`src/rtl/pwm_meas_pkg.sv`:
```
`default_nettype none
// ============================================================================
// Module   : pwm_meas_pkg
// Brief    : Shared constants for the PWM duty-cycle meter (state codes, widths).
// Revision : 1.0 - initial release
// ============================================================================
package pwm_meas_pkg;

    localparam int CNT_W_DEFAULT = 26;
    localparam int STATE_W       = 2;

    localparam logic [STATE_W-1:0] ST_IDLE = 2'b00;
    localparam logic [STATE_W-1:0] ST_HIGH = 2'b01;
    localparam logic [STATE_W-1:0] ST_LOW  = 2'b10;

endpackage
`default_nettype wire

```
`src/rtl/sync_edge_det.sv`:
```
`default_nettype none
// ============================================================================
// Module   : sync_edge_det
// Brief    : Two-flop synchroniser plus edge register; emits level, rise, fall.
// Revision : 1.0 - initial release
// ============================================================================
module sync_edge_det (
    input  logic clk1ms,
    input  logic reset,
    input  logic async_in,
    output logic level,
    output logic rise,
    output logic fall
);

    logic r_meta;
    logic r_sync;
    logic r_sync_d;

    always_ff @(posedge clk1ms or posedge reset) begin
        if (reset) begin
            r_meta   <= 1'b0;
            r_sync   <= 1'b0;
            r_sync_d <= 1'b0;
        end else begin
            r_meta   <= async_in;
            r_sync   <= r_meta;
            r_sync_d <= r_sync;
        end
    end

    assign level = r_sync;
    assign rise  = r_sync & ~r_sync_d;
    assign fall  = ~r_sync & r_sync_d;

endmodule
`default_nettype wire

```
`src/rtl/pwm_duty_meter.sv`:
```
`default_nettype none
// ============================================================================
// Module   : pwm_duty_meter
// Brief    : Measures PWM high time and period in clock cycles; flags stuck input.
// Revision : 1.0 - initial release
// ============================================================================
module pwm_duty_meter
    import pwm_meas_pkg::*;
#(
    parameter int               CNT_W   = CNT_W_DEFAULT,
    parameter logic [CNT_W-1:0] TIMEOUT = CNT_W'(50_000_000)
) (
    input  logic               clk1ms,
    input  logic               reset,
    input  logic               pwm_in,
    output logic [CNT_W-1:0]   high_cnt,
    output logic [CNT_W-1:0]   period_cnt,
    output logic               meas_valid,
    output logic               stuck_high,
    output logic               stuck_low,
    output logic [STATE_W-1:0] state
);

    localparam logic [CNT_W-1:0] c_one   = CNT_W'(1);
    localparam logic [CNT_W-1:0] c_limit = TIMEOUT - c_one;

    logic w_level;
    logic w_rise;
    logic w_fall;

    sync_edge_det u_sync (
        .clk1ms   (clk1ms),
        .reset    (reset),
        .async_in (pwm_in),
        .level    (w_level),
        .rise     (w_rise),
        .fall     (w_fall)
    );

    logic [STATE_W-1:0] r_state, w_state_n;
    logic [CNT_W-1:0]   r_hi_run, w_hi_run_n;
    logic [CNT_W-1:0]   r_per_run, w_per_run_n;
    logic [CNT_W-1:0]   r_high_cnt, w_high_cnt_n;
    logic [CNT_W-1:0]   r_period_cnt, w_period_cnt_n;
    logic               r_meas_valid, w_meas_valid_n;
    logic               r_stuck_high, w_stuck_high_n;
    logic               r_stuck_low, w_stuck_low_n;

    logic [CNT_W-1:0] w_hi_inc;
    logic [CNT_W-1:0] w_per_inc;
    logic             w_at_limit;

    // Saturating increments: counters never wrap past TIMEOUT.
    assign w_hi_inc   = (r_hi_run  >= TIMEOUT) ? TIMEOUT : r_hi_run  + c_one;
    assign w_per_inc  = (r_per_run >= TIMEOUT) ? TIMEOUT : r_per_run + c_one;
    assign w_at_limit = (r_per_run >= c_limit);

    always_ff @(posedge clk1ms or posedge reset) begin
        if (reset) begin
            r_state      <= ST_IDLE;
            r_hi_run     <= '0;
            r_per_run    <= '0;
            r_high_cnt   <= '0;
            r_period_cnt <= '0;
            r_meas_valid <= 1'b0;
            r_stuck_high <= 1'b0;
            r_stuck_low  <= 1'b0;
        end else begin
            r_state      <= w_state_n;
            r_hi_run     <= w_hi_run_n;
            r_per_run    <= w_per_run_n;
            r_high_cnt   <= w_high_cnt_n;
            r_period_cnt <= w_period_cnt_n;
            r_meas_valid <= w_meas_valid_n;
            r_stuck_high <= w_stuck_high_n;
            r_stuck_low  <= w_stuck_low_n;
        end
    end

    always_comb begin
        w_state_n      = r_state;
        w_hi_run_n     = r_hi_run;
        w_per_run_n    = r_per_run;
        w_high_cnt_n   = r_high_cnt;
        w_period_cnt_n = r_period_cnt;
        w_meas_valid_n = 1'b0;
        w_stuck_high_n = r_stuck_high;
        w_stuck_low_n  = r_stuck_low;

        case (r_state)
            ST_IDLE: begin
                if (w_rise) begin
                    w_hi_run_n  = c_one;
                    w_per_run_n = c_one;
                    w_state_n   = ST_HIGH;
                end
            end
            ST_HIGH: begin
                if (w_fall) begin
                    w_per_run_n = w_per_inc;
                    w_state_n   = ST_LOW;
                end else if (w_at_limit) begin
                    w_stuck_high_n = r_stuck_high | w_level;
                    w_stuck_low_n  = r_stuck_low  | ~w_level;
                    w_state_n      = ST_IDLE;
                end else begin
                    w_hi_run_n  = w_hi_inc;
                    w_per_run_n = w_per_inc;
                end
            end
            ST_LOW: begin
                // A rise arriving together with the timeout still completes the period.
                if (w_rise) begin
                    w_high_cnt_n   = r_hi_run;
                    w_period_cnt_n = r_per_run;
                    w_meas_valid_n = 1'b1;
                    w_stuck_high_n = 1'b0;
                    w_stuck_low_n  = 1'b0;
                    w_hi_run_n     = c_one;
                    w_per_run_n    = c_one;
                    w_state_n      = ST_HIGH;
                end else if (w_at_limit) begin
                    w_stuck_high_n = r_stuck_high | w_level;
                    w_stuck_low_n  = r_stuck_low  | ~w_level;
                    w_state_n      = ST_IDLE;
                end else begin
                    w_per_run_n = w_per_inc;
                end
            end
            default: begin
                w_state_n = ST_IDLE;
            end
        endcase
    end

    assign high_cnt   = r_high_cnt;
    assign period_cnt = r_period_cnt;
    assign meas_valid = r_meas_valid;
    assign stuck_high = r_stuck_high;
    assign stuck_low  = r_stuck_low;
    assign state      = r_state;

endmodule
`default_nettype wire

```
`config.mk`:
```
export PLATFORM = sky130hd
export DESIGN_NAME = pwm_duty_meter
export DESIGN_NICKNAME = d
export VERILOG_FILES = /design/src/rtl/pwm_meas_pkg.sv /design/src/rtl/sync_edge_det.sv /design/src/rtl/pwm_duty_meter.sv
export SDC_FILE = /design/constraint.sdc
export NUM_CORES = 1
export LEC_CHECK = 0
export ABC_AREA = 1
export BUFFER_PORTS_ARGS = -buffer_cell sky130_fd_sc_hd__buf_2
export CAP_MARGIN = 20
export CELL_PAD_IN_SITES_DETAIL_PLACEMENT = 1
export CELL_PAD_IN_SITES_GLOBAL_PLACEMENT = 2
export CORE_UTILIZATION = 35
export DETAILED_ROUTE_END_ITERATION = 16
export PLACE_DENSITY = 0.79
export SYNTH_ARGS = -nofsm -noshare
export SYNTH_HDL_FRONTEND = slang
export SYNTH_HIERARCHICAL = 1
export SYNTH_SLANG_ARGS = --single-unit
```
`constraint.sdc`:
```
create_clock -name clk1ms -period 3.8 [get_ports clk1ms]
set_input_delay 0 -clock clk1ms [delete_from_list [all_inputs] [get_ports clk1ms]]
set_output_delay 0 -clock clk1ms [all_outputs]
set_load 0.05 [all_outputs]
```
---- Word-level counts from Yosys, hierarchy flattened ----
Index checks and enable logic that the tools add are counted.
storage, ports and cells
  logic and storage cells ................. 62
  bits in registers ....................... 112
  memory bits (writable) .................. 0
  input port bits ......................... 3
  memories ................................ 0
  bits in latches ......................... 0
  bits in read-only memories .............. 0
cells by class
  $mul .................................... 0
  reductions and logical operators ........ 9
  shift-type cells ........................ 0
  equality and inequality tests ........... 6
  bitwise operators ....................... 6
  multiplexer cells ....................... 25
  divide/modulo/power cells ............... 0
  $add $sub $neg .......................... 2
  $lt $le $gt $ge ......................... 3
operators with widths
  cell                                                   count
  2-to-1 mux 26 bit                                      8
  >= comparator 26 bit, second input constant            3
  case mux 26 bit (3 select lines)                       1
  adder 26 x 1 -> 26 bit, second input constant          2
  case mux 26 bit (2 select lines)                       1
  2-to-1 mux 1 bit                                       8
  2-to-1 mux 2 bit                                       4
  case mux 2 bit (3 select lines)                        1
  AND reduction 2 bit                                    3
  inequality test 2 x 1 -> 1 bit, second input constant  2
  inequality test 2 bit, second input constant           2
  case mux 1 bit (2 select lines)                        2
  AND reduction 4 bit                                    1
  nonzero test 2 bit                                     2
  nonzero test 3 bit                                     1
  AND 1 bit                                              2
  == test 2 x 1 -> 1 bit, second input constant          1
  == test 2 bit, second input constant                   1
  zero test 2 bit                                        1
  NOT 1 bit                                              2
  OR 1 bit                                               2
  OR reduction 2 bit                                     1

---- Depth between registers and ports, before layout ----
  depth after elaboration ................. 5
  gate-level depth with buffers ........... 17
  depth with buffers taken out ............ 15

---- Cells and area by module ----
Netlist, hierarchy kept.
modules (own cells, without submodules)
  module          sequential area each (um^2)  area each (um^2)  cells each  times used
  pwm_duty_meter  2727.6                       6379.9            867         1
  sync_edge_det   75.1                         93.8              8           1

---- Least setup slack after synthesis ----
OpenSTA, ideal clock, no wires.
  path kind ............................... flip-flop to flip-flop
  from .................................... register r_state[1], in the netlist state[1]
  to ...................................... register r_hi_run[14]
  data required time ...................... 3.671 ns
  buffers on the path ..................... 2
  path slack .............................. 1.409 ns
  setup time .............................. 0.129 ns
  arrival ................................. 2.262 ns
  cell stages (with the launch flop) ...... 11
  cell sequence ........................... dfrtp_1 inv_1 ha_1 nand2_1 inv_1 a211oi_1 nand2_4 inv_2 buf_6 buf_6 o22ai_2
on the way
  longest elaborated chain between the ends .. 4
  elaborated cells between the ends (all ways) .. 10
  those cells by class .................... eq/ne (5); mux (1); reduce/logical (4)
ends and longest elaborated chain
  item                                                                                          line                  text
  from (decl)                                                                                   pwm_duty_meter.sv:40  logic [STATE_W-1:0] r_state, w_state_n;
  from (signal assigned)                                                                        pwm_duty_meter.sv:69  r_state <= w_state_n;
  == test 2 bit / zero test 2 bit (equally long branches)                                       pwm_duty_meter.sv:90  case (r_state)
  OR reduction 2 bit (no source line)                                                           n/a
  inequality test 2 x 1 -> 1 bit (no source line) / nonzero test 2 bit (equally long branches)  n/a
  AND reduction 4 bit (no source line)                                                          n/a
  to (signal assigned)                                                                          pwm_duty_meter.sv:70  r_hi_run <= w_hi_run_n;
  to (decl)                                                                                     pwm_duty_meter.sv:41  logic [CNT_W-1:0] r_hi_run, w_hi_run_n;
Parallel ways exist; a longest one is shown, timed or not.
A chain may end at the register's enable or synchronous reset.

---- Worst setup path after layout ----
  from .................................... register r_state[1], in the netlist state[1]
  to ...................................... register r_hi_run[0]
The elaborated chain is that of the path after synthesis.

==> results.md <==
Synthesis:
- The post-synthesis instance area is 6470 sq um.
- The sequential fraction of the synthesis area is 43.3%.
- The synthesized design contains 112 register bits.
- A synthesized cell averages 7.40 sq um.
- The total number of yosys warnings is 6.
- Synthesis produced a netlist with a net count of 886.
- Yosys mapped the design onto 37 distinct sky130hd cell types.
- The cell count after synthesis came out at 875.

Timing:
- The tightest hold path in the finished design has a slack of 0.0827 ns.
- For the pin with the worst max-slew slack, the measured transition is 0.652 ns.
- Setup violations remaining at the end of the flow were counted as 0.
- The final worst-path cycle share is 74.7%.
- The final setup TNS is 0 ns.
- After layout, the minimum clock period comes to 2.84 ns.
- In this run the tightest slew margin relative to its limit is 56.4%.
- The final count of pins violating max slew came to 0.
- The final number of hold-violating endpoints is 0.
- The final critical-path setup slack is 0.963 ns.
- The clock arrives with 0.0109 ns of skew.
- Setup repair after global routing left no endpoint under its margin.
- The fmax is 353 MHz.

Floorplan:
- 60 I/O pins were placed.
- The floorplan step set the die height to 138 microns.
- The cell row count is 49.
- The die is 138 microns wide.
- Once the floorplan was initialized, standard cells occupied 35.9% of the core.
- The floorplan step defined a core boundary enclosing 18000 sq um.
- The floorplan step defined a die boundary enclosing 19000 sq um.

Finish:
- The net count of the finished layout is 936.
- The post-route netlist has 13.7% of its cells at a drive strength greater than 1.
- The repair_antennas step left the layout with diodes totalling 0.
- From synthesis to final layout, the design area changed by 12.4%.
- Counting the fill cells in the layout gives 2285.
- The utilization after layout is 40.4%.

Power and ir drop:
- The power density over the cells is 494 nW/um^2.
- The leakage power figure is 3.47 nW.
- The worst vdd rail ir drop is 0.210 mV.
- The completed layout was analyzed and its total power is 3.60 mW.

Route:
- The average vias per placed instance is 5.18.
- The remaining antenna violation count is 0.
- The number of DRC markers after the initial detailed-route iteration is 324.
- The total wire length after detailed routing is 20.5 mm.
- The number of vias after detailed routing is 5996.
- The routed length per placed instance is 17.7 microns.
- The DRC violations left is 0.
- The total iterations of the first detailed-routing run is 4.

Placed design:
- The number of I/O port buffers is 59.
- The final weighted congestion in routability-driven placement is 0.876.
- The worst slack after detailed placement is 0.977 ns.
- The post-DP HPWL is 15.3 mm.

Worst setup path:
- The kind of start point of the critical path is a register.
- The endpoint required time on the critical path is 4.04 ns.
- The critical path is of the register to register type.
- Data arrives at the worst endpoint at 3.07 ns.
- STA classifies the critical path endpoint as a register.
- For the worst flop-to-flop path, the logic depth is 10.
- Of all nets on the critical path, the largest fanout is 18.

CTS:
- The number of gates resized after CTS was 0.
- TritonCTS created 9 clock buffers.
- The clock net in this run drives a total of 112 sinks.
- The maximum buffer depth of the clock tree is 2.
- Clock tree synthesis selected as its root buffer the cell sky130_fd_sc_hd__clkbuf_16.
- The number of H-tree levels is 3.
- The clock slew at the register clock pins of the worst setup and hold paths is 0.08 ns.
- The clock tree from TritonCTS is done.
- For the worst-skew pair, the clock arrives at the later sink with an insertion delay of 0.36 ns.

Global routing:
- The via count of the first global-routing pass was 6615.
- The number of antenna violations at the first check in global routing is 0.
- The most heavily used metal layer in global routing is met2.
- Entering global routing, the biggest net connects 48 pins.
- For this run, global-route usage on met1 was measured as 26.7%.
- The global-route congestion overflow total is 0.
- In the global route stage, met3 resource usage came out at 2.04%.
- The wire length of the first global-routing pass is 34.6 mm.
- Global routing used 22.8% of the available tracks.
- Global routing consumed, on the met2 layer, 42.4% of the routing resources.

Run status:
- The run finished with clean final reports.

Run:
- The max-capacitance violation count is 0.

Hold path:
- The min-delay analysis places its worst path in the category input port to async pin.
-- stage by stage --
| stage | area (sq um) | instances |
|---|---|---|
| 6_report | 7280 | 1158 |
| 5_1_grt | 7280 | 1158 |
| 4_1_cts | 7280 | 1158 |
| 3_5_place_dp | 6960 | 1141 |
| 3_3_place_gp | 6960 | 1141 |
| 2_1_floorplan | 6470 | 875 |
-- report_power, final --
group | switching (mW) | internal (mW)
Combinational | 0.981 | 0.302
Sequential | 0.0607 | 1.25
Clock | 0.484 | 0.517
-- synth_stat cells, drive strengths merged --
cell	instances	area share, %
nand3	58	4.5
buf	17	1.9
and3	1	0.097
nor4	1	0.097
clkinv	2	0.14
a211oi	1	0.12
clkbuf	17	0.99
a31oi	1	0.097
dfrtp	112	43
inv	99	5.7
o22ai	13	2.2
a21oi	15	1.3
xor2	28	3.8
nor2	96	5.8
nand3b	2	0.23
o21ai	94	7.7
nor3	19	1.5
nand2	261	16
nand4	23	2.2
or2	2	0.19
o211ai	5	0.58
ha	8	1.5
-- sequential cells by signal, summed over array words and instances, names as in the netlist, 2 cells and up --
name        flops
high_cnt       26
period_cnt     26
r_hi_run       26
r_per_run      26
state           2
-- layout by cell type, fill, tap and decap left out, types with 9 or more instances in the layout --
master                      instances
sky130_fd_sc_hd__clkbuf_16          9
sky130_fd_sc_hd__dfrtp_1          112
sky130_fd_sc_hd__o22ai_2           10
sky130_fd_sc_hd__nor3_1            19
sky130_fd_sc_hd__nor2_1            92
sky130_fd_sc_hd__nand3_1           58
sky130_fd_sc_hd__buf_4             12
sky130_fd_sc_hd__buf_2             59
sky130_fd_sc_hd__xor2_1            28
sky130_fd_sc_hd__nand2_1          250
sky130_fd_sc_hd__inv_1             91
sky130_fd_sc_hd__a21oi_1           14
sky130_fd_sc_hd__nand4_1           23
sky130_fd_sc_hd__o21ai_1           16
sky130_fd_sc_hd__o21ai_0           73
-- kinds of logic (layout without fill, tap and decap cells) --
logic type	after synthesis	in the layout	share of synthesized area (%)
xor+xnor	28	28	3.79
compound gates	129	129	12.0
simple gates	463	463	30.6
flops	112	112	43.3
buf+inv	135	189	8.79
fa+ha+maj	8	8	1.55
-- worst paths after layout --
check | startpoint | slack [ns] | endpoint
max | state[1] | 0.96 | r_hi_run[0]
max in group asynchronous | reset | 2.63 | r_per_run[12]
min reg2reg | u_sync/r_meta | 0.36 | u_sync/level
min in group clk1ms | pwm_in | 0.30 | u_sync/r_meta
min | reset | 0.08 | u_sync/r_meta
max reg2reg | state[1] | 0.96 | r_hi_run[0]
-- timing repair --
item                      in CTS  in global routing
hold buffers                   2                  0
hold endpoints to repair      47                  0
setup buffers                  0                  0
-- worst max-delay path, stage by stage, from the launching register on --
cell                       delay, ns
sky130_fd_sc_hd__dfrtp_1        0.45
sky130_fd_sc_hd__inv_1          0.11
sky130_fd_sc_hd__ha_1           0.28
sky130_fd_sc_hd__nand2_1        0.30
sky130_fd_sc_hd__inv_1          0.18
sky130_fd_sc_hd__a211oi_1       0.35
sky130_fd_sc_hd__nand2_4        0.09
sky130_fd_sc_hd__inv_2          0.33
sky130_fd_sc_hd__nand2_2        0.35
sky130_fd_sc_hd__nor2_1         0.19
sky130_fd_sc_hd__a21oi_1        0.07
-- per-layer routing --
| layer | routed length [microns] | part of all wire [%] |
|---|---|---|
| met3 | 448 | 2.2 |
| met4 | 621 | 3.0 |
| met1 | 8540 | 42 |
| met2 | 10900 | 53 |
| met5 | 0 | 0 |
-- area by class of cell --
| class | count | area [sq um] | share of cell area [%] |
|---|---|---|---|
| inverters | 101 | 383 | 5.26 |
| multi-input cells | 628 | 3100 | 42.7 |
| well taps | 229 | 287 | 3.94 |
| flip-flops and latches | 112 | 2800 | 38.5 |
| clock buffers | 10 | 229 | 3.15 |
| clock inverters | 5 | 66.3 | 0.911 |
| repair buffers | 73 | 405 | 5.57 |
Note: power is estimated with default switching activity, not from simulation.
